<file path="src/rtl/led_blink_sequencer.sv">
// led_blink_sequencer
// Drives an LED through single or double blink patterns timed by a prescaled
// tick. A start pulse latches the configuration. The pattern then repeats a
// fixed number of periods, or forever when repeat_cnt is 0. A stop pulse
// aborts the pattern at any time.
module led_blink_sequencer #(
   parameter int TICK_DIV = 4,
   parameter int CNT_W    = 8
) (
   input  logic             clk,
   input  logic             rst,
   input  logic             start,
   input  logic             stop,
   input  logic             mode,
   input  logic [CNT_W-1:0] on_ticks,
   input  logic [CNT_W-1:0] off_ticks,
   input  logic [7:0]       repeat_cnt,
   output logic             led,
   output logic             busy,
   output logic             done
);

   localparam int PW = (TICK_DIV > 2) ? $clog2(TICK_DIV) : 1;
   localparam logic [PW-1:0]  PRESC_MAX = PW'(TICK_DIV - 1);
   localparam logic [PW-1:0]  PRESC_ONE = PW'(1);
   localparam logic [CNT_W:0] DUR_ONE   = (CNT_W+1)'(1);

   typedef enum logic [2:0] {IDLE, ON1, OFF1, ON2, OFF2} state_t;

   state_t           state;
   state_t           next_state;
   logic [PW-1:0]    presc;
   logic [CNT_W:0]   dur_cnt;
   logic [CNT_W:0]   cur_dur;
   logic             cfg_mode;
   logic             cfg_inf;
   logic [CNT_W-1:0] cfg_on;
   logic [CNT_W-1:0] cfg_off;
   logic [7:0]       rep_left;
   logic             tick;
   logic             phase_end;
   logic             accept;
   logic             period_end;
   logic             finish;
   logic             restart;

   // State register
   always_ff @(posedge clk or posedge rst) begin
      if (rst) state <= IDLE;
      else     state <= next_state;
   end

   // Next-state logic: phase lengths, end-of-period handling, and stop priority
   always_comb begin
      next_state = state;
      accept     = 1'b0;
      period_end = 1'b0;
      finish     = 1'b0;
      case (state)
         OFF1:    cur_dur = {1'b0, cfg_off};
         OFF2:    cur_dur = {cfg_off, 1'b0};
         default: cur_dur = {1'b0, cfg_on};
      endcase
      tick      = (presc == PRESC_MAX);
      phase_end = tick && (dur_cnt == cur_dur - DUR_ONE);
      case (state)
         IDLE: begin
            if (start && !stop) begin
               next_state = ON1;
               accept     = 1'b1;
            end
         end
         ON1:  if (phase_end) next_state = OFF1;
         OFF1: begin
            if (phase_end) begin
               if (cfg_mode) next_state = ON2;
               else          period_end = 1'b1;
            end
         end
         ON2:  if (phase_end) next_state = OFF2;
         OFF2: if (phase_end) period_end = 1'b1;
         default: next_state = IDLE;
      endcase
      if (period_end) begin
         if (!cfg_inf && rep_left == 8'd1) begin
            next_state = IDLE;
            finish     = 1'b1;
         end else begin
            next_state = ON1;
         end
      end
      if (stop && state != IDLE) begin
         next_state = IDLE;
         finish     = 1'b0;
      end
      restart = (next_state != state);
   end

   // Prescaler and duration counter restart on every state entry
   always_ff @(posedge clk or posedge rst) begin
      if (rst) begin
         presc   <= '0;
         dur_cnt <= '0;
      end else if (restart || next_state == IDLE) begin
         presc   <= '0;
         dur_cnt <= '0;
      end else if (tick) begin
         presc   <= '0;
         dur_cnt <= dur_cnt + DUR_ONE;
      end else begin
         presc   <= presc + PRESC_ONE;
      end
   end

   // Configuration latch on accepted start. Zero durations become 1 here.
   always_ff @(posedge clk or posedge rst) begin
      if (rst) begin
         cfg_mode <= 1'b0;
         cfg_inf  <= 1'b0;
         cfg_on   <= '0;
         cfg_off  <= '0;
         rep_left <= '0;
      end else if (accept) begin
         cfg_mode <= mode;
         cfg_inf  <= (repeat_cnt == 8'd0);
         cfg_on   <= (on_ticks == '0) ? CNT_W'(1) : on_ticks;
         cfg_off  <= (off_ticks == '0) ? CNT_W'(1) : off_ticks;
         rep_left <= repeat_cnt;
      end else if (period_end && !stop && !cfg_inf) begin
         rep_left <= rep_left - 8'd1;
      end
   end

   // Outputs registered from next state, so they move with the transition
   always_ff @(posedge clk or posedge rst) begin
      if (rst) begin
         led  <= 1'b0;
         busy <= 1'b0;
         done <= 1'b0;
      end else begin
         led  <= (next_state == ON1) || (next_state == ON2);
         busy <= (next_state != IDLE);
         done <= finish;
      end
   end

endmodule
</file>
<file path="config.mk">
export PLATFORM = sky130hd
export DESIGN_NAME = led_blink_sequencer
export DESIGN_NICKNAME = d
export VERILOG_FILES = /design/src/rtl/led_blink_sequencer.sv
export SDC_FILE = /design/constraint.sdc
export NUM_CORES = 1
export LEC_CHECK = 0
export CORE_MARGIN = 1
export CORE_UTILIZATION = 61
export CTS_CLUSTER_SIZE = 14
export DETAILED_ROUTE_END_ITERATION = 6
export PLACE_DENSITY = 0.86
export SLEW_MARGIN = 20
export SYNTH_ARGS = -nofsm -noshare
export SYNTH_HDL_FRONTEND = slang
export SYNTH_SLANG_ARGS = --single-unit
</file>
<file path="constraint.sdc">
create_clock -name clk -period 10 [get_ports clk]
set_input_delay 1 -clock clk [delete_from_list [all_inputs] [get_ports clk]]
set_output_delay 1 -clock clk [all_outputs]
set_load 0.02 [all_outputs]
</file>
==> reports/results.ini <==
[worst_setup_path]
end_kind = register
cp-start-kind = register
r2r_cells = 13
crit_required_ns = 10.17
rr_endpoint = dur_cnt[8]$_DFFE_PP0P_
timing.rr.start = state[1]$_DFF_PP0_
r2r_slack_ns = 5.47
cp_max_fo = 21
critPathKind = register to register
cp.arrival_ns = 4.70

[timing]
setup_tns_ns = 0
fin_crit_ns = 4.53
setup_viol = 0
finalCritPeriodShare_pct = 45.3
maxSlewHeadroom_pct = 35.9
tightestPinTransition_ns = 0.959
fmax_ghz = 0.221
hold_viol = 0
rsz0062_at_grt = no
slew_viol_final = 0
skew_ns = 0.00478

[drt]
drc = 0
wl_mm = 6.34
drtIter0Drc = 227
vias = 2522
firstDrtPassIters = 5
final_antenna_net_count = 0
wire_per_inst_um = 15.6
via_per_inst = 6.21

[worst_hold_path]
hold_path_end = presc[0]$_DFF_PP0_
hold_class = register to register
min_from = presc[0]$_DFF_PP0_
min_path_cells = 1

[placement]
hpwlAfterDp_mm = 4.72
routabilityCongestion = 0.882
io_buffers = 31

[clock_network]
cts-hold-fix-buffers = 0
ctsResizeCount = 0
clock_latency_ns = 0.30
clockBufferDepth = 2
cts_tree = built
clock_sinks = 43
cts_max_level = 2
numCtsBuffers = 5
cts_setup_buffers = 0
clkSlewWorstSetupHoldPaths_ns = 0.08
cts_root_buf = clkbuf_8

[final_layout]
synthToLayoutAreaGrowth_pct = 14.1
antennaDiodeCount = 0
fin_nets = 387
utilization_pct = 73.5
drive_gt1_share_pct = 7.63

[global_routing]
antenna_found_initial = 0
grt_pass1_vias = 2381
grt_use_total_pct = 27.8
grt-ovfl-total = 0
grt_pass1_wl_mm = 11.0
grt_max_degree = 44

[floorplan]
coreArea_um2 = 4410
rows = 24
die_h_um = 70.3
boundaryPins = 32
die_w_um = 70.3
die-area_um2 = 4940
start_util_pct = 64.4

[logic_synthesis]
synth_ff_type = dfrtp_1
yosysSeqAreaShare_pct = 37.9
syn_inst = 331
syn_area_um2 = 2840
synth_edf_count = 0
syn-num-nets = 365
synth_warnings = 0
ys_types = 58
syn_avg_cell_area_um2 = 8.59
synth_seq_cells = 43
async_flop_share_pct = 100

[pwr]
p_leak_nw = 1.34
p_per_area_nw_per_um2 = 142
peakVddDrop_uv = 97.1

[flow_run]
maxCapViolations = 0

[outcome]
status = finished, final reports clean

==> state kept, by name, indices dropped and copies added (netlist names) <==
name      count
dur_cnt       9
cfg_off       8
cfg_on        8
rep_left      8
state         3
presc         2
busy          1
cfg_inf       1
cfg_mode      1
done          1
led           1
==> placed cells by master (no fill, tap or decap), types with 6 or more instances in the layout <==
cell type	n
o21ai_0	10
and2_1	6
a21oi_1	23
dfrtp_1	43
clkdlybuf4s50_1	31
xnor2_1	12
xor2_1	9
nand4_1	13
nor2_1	17
nor3_1	11
nand2_1	72
inv_1	13
==> synthesized netlist by cell type (2+ instances only) <==
| cell type | n | share of area [%] |
|---|---|---|
| nand2_1 | 72 | 9.5 |
| dfrtp_1 | 43 | 38 |
| a21oi_1 | 23 | 4.0 |
| nor2_1 | 17 | 2.2 |
| inv_1 | 13 | 1.7 |
| nand4_1 | 13 | 2.9 |
| xnor2_1 | 12 | 3.7 |
| nor3_1 | 11 | 1.9 |
| clkbuf_1 | 10 | 1.3 |
| o21ai_0 | 10 | 1.8 |
| xor2_1 | 9 | 2.8 |
| and2_1 | 6 | 1.3 |
| and3_1 | 5 | 1.1 |
| ha_1 | 5 | 2.2 |
| nor4_1 | 5 | 1.1 |
| a31oi_1 | 4 | 0.88 |
| nand3_1 | 4 | 0.70 |
| nor2b_1 | 4 | 0.88 |
| buf_6 | 3 | 1.2 |
| mux2_2 | 3 | 1.2 |
| nand2b_1 | 3 | 0.66 |
| o211ai_1 | 3 | 0.79 |
| o21ai_1 | 3 | 0.53 |
| o21bai_1 | 3 | 0.79 |
| a211o_1 | 2 | 0.62 |
| a211oi_1 | 2 | 0.53 |
| a211oi_2 | 2 | 0.88 |
| a221o_1 | 2 | 0.70 |
| a221oi_2 | 2 | 1.1 |
| a221oi_4 | 2 | 1.8 |
| a32o_1 | 2 | 0.70 |
| a32oi_1 | 2 | 0.62 |
| buf_4 | 2 | 0.53 |
| mux2i_1 | 2 | 0.70 |
| nor2_2 | 2 | 0.44 |
| o311ai_2 | 2 | 1.1 |
| o31ai_1 | 2 | 0.53 |
==> power by group <==
part | internal (W) | leakage [nW] | switching, W
Combinational | 0.0000513 | 0.731 | 0.0000597
Clock | 0.0000744 | 0.0581 | 0.0000618
Sequential | 0.000193 | 0.552 | 0.0000203
Total | 0.000318 | 1.34 | 0.000142
==> metrics by stage <==
step	power, W	instance area (µm²)	hold slack, ns	setup slack (ns)	instances
floorplan	0.000292	2840	0.419	6.52	331
global placement	0.000322	3130	0.441	5.84	398
detailed placement	0.000326	3130	0.454	5.59	398
CTS	0.000461	3240	0.466	5.53	406
global route	0.000484	3240	0.492	4.97	406
finish	0.000460	3240	0.464	5.47	406
==> kinds of logic (layout without fill, tap and decap cells) <==
group / after synthesis / after routing / synth area share (%)
and+or+nand+nor: 149 / 149 / 24.9
buffers and inverters: 31 / 54 / 5.19
muxes: 5 / 5 / 1.89
AOI/OAI and AO/OA: 77 / 77 / 21.5
adders and majority gates: 5 / 5 / 2.20
DFF: 43 / 43 / 37.9
xor gates and xnor gates: 21 / 21 / 6.47
==> worst max-delay path: stages, from the launching register on <==
cell	delay [ns]
dfrtp_1	0.78
inv_1	0.25
a311oi_1	0.39
and2_1	0.19
ha_1	0.22
inv_1	0.09
nor3_1	0.26
nand2_1	0.13
xnor2_1	0.16
a221o_1	0.35
a211oi_2	0.74
a21oi_1	0.30
o2111ai_4	0.40
a21oi_1	0.13
==> per-layer routing <==
| layer | wire length (µm) | part of all wire, % | GRT usage [%] | up-vias |
|---|---|---|---|---|
| met4 | 94 | 1.5 | 9.11 | 0 |
| li1 | - | - | - | 1234 |
| met5 | 0 | 0 | 0 | - |
| met2 | 3080 | 49 | 46.1 | 90 |
| met3 | 331 | 5.2 | 4.33 | 9 |
| met1 | 2830 | 45 | 37.0 | 1189 |
==> worst max path at each step <==
stage / start / end / slack [ns] / depth (start not counted)
global placement: state[1]$_DFF_PP0_ / presc[0]$_DFF_PP0_ / 5.84 / 13
global route: state[1]$_DFF_PP0_ / dur_cnt[8]$_DFFE_PP0P_ / 4.97 / 13
floorplan: state[2]$_DFF_PP0_ / presc[0]$_DFF_PP0_ / 6.52 / 14
detailed placement: state[1]$_DFF_PP0_ / dur_cnt[7]$_DFFE_PP0P_ / 5.59 / 13
CTS: state[1]$_DFF_PP0_ / dur_cnt[8]$_DFFE_PP0P_ / 5.53 / 13
finish: state[1]$_DFF_PP0_ / dur_cnt[8]$_DFFE_PP0P_ / 5.47 / 13
==> cell type report <==
type	count	area, µm²
multi-input combinational	257	1620
fill	320	1170
sequential	43	1080
timing repair buffer	32	318
clock buffer	5	68.8
tap	52	65.1
inverter	14	52.6
clock inverter	3	43.8
(Power assumes the default switching activity.)
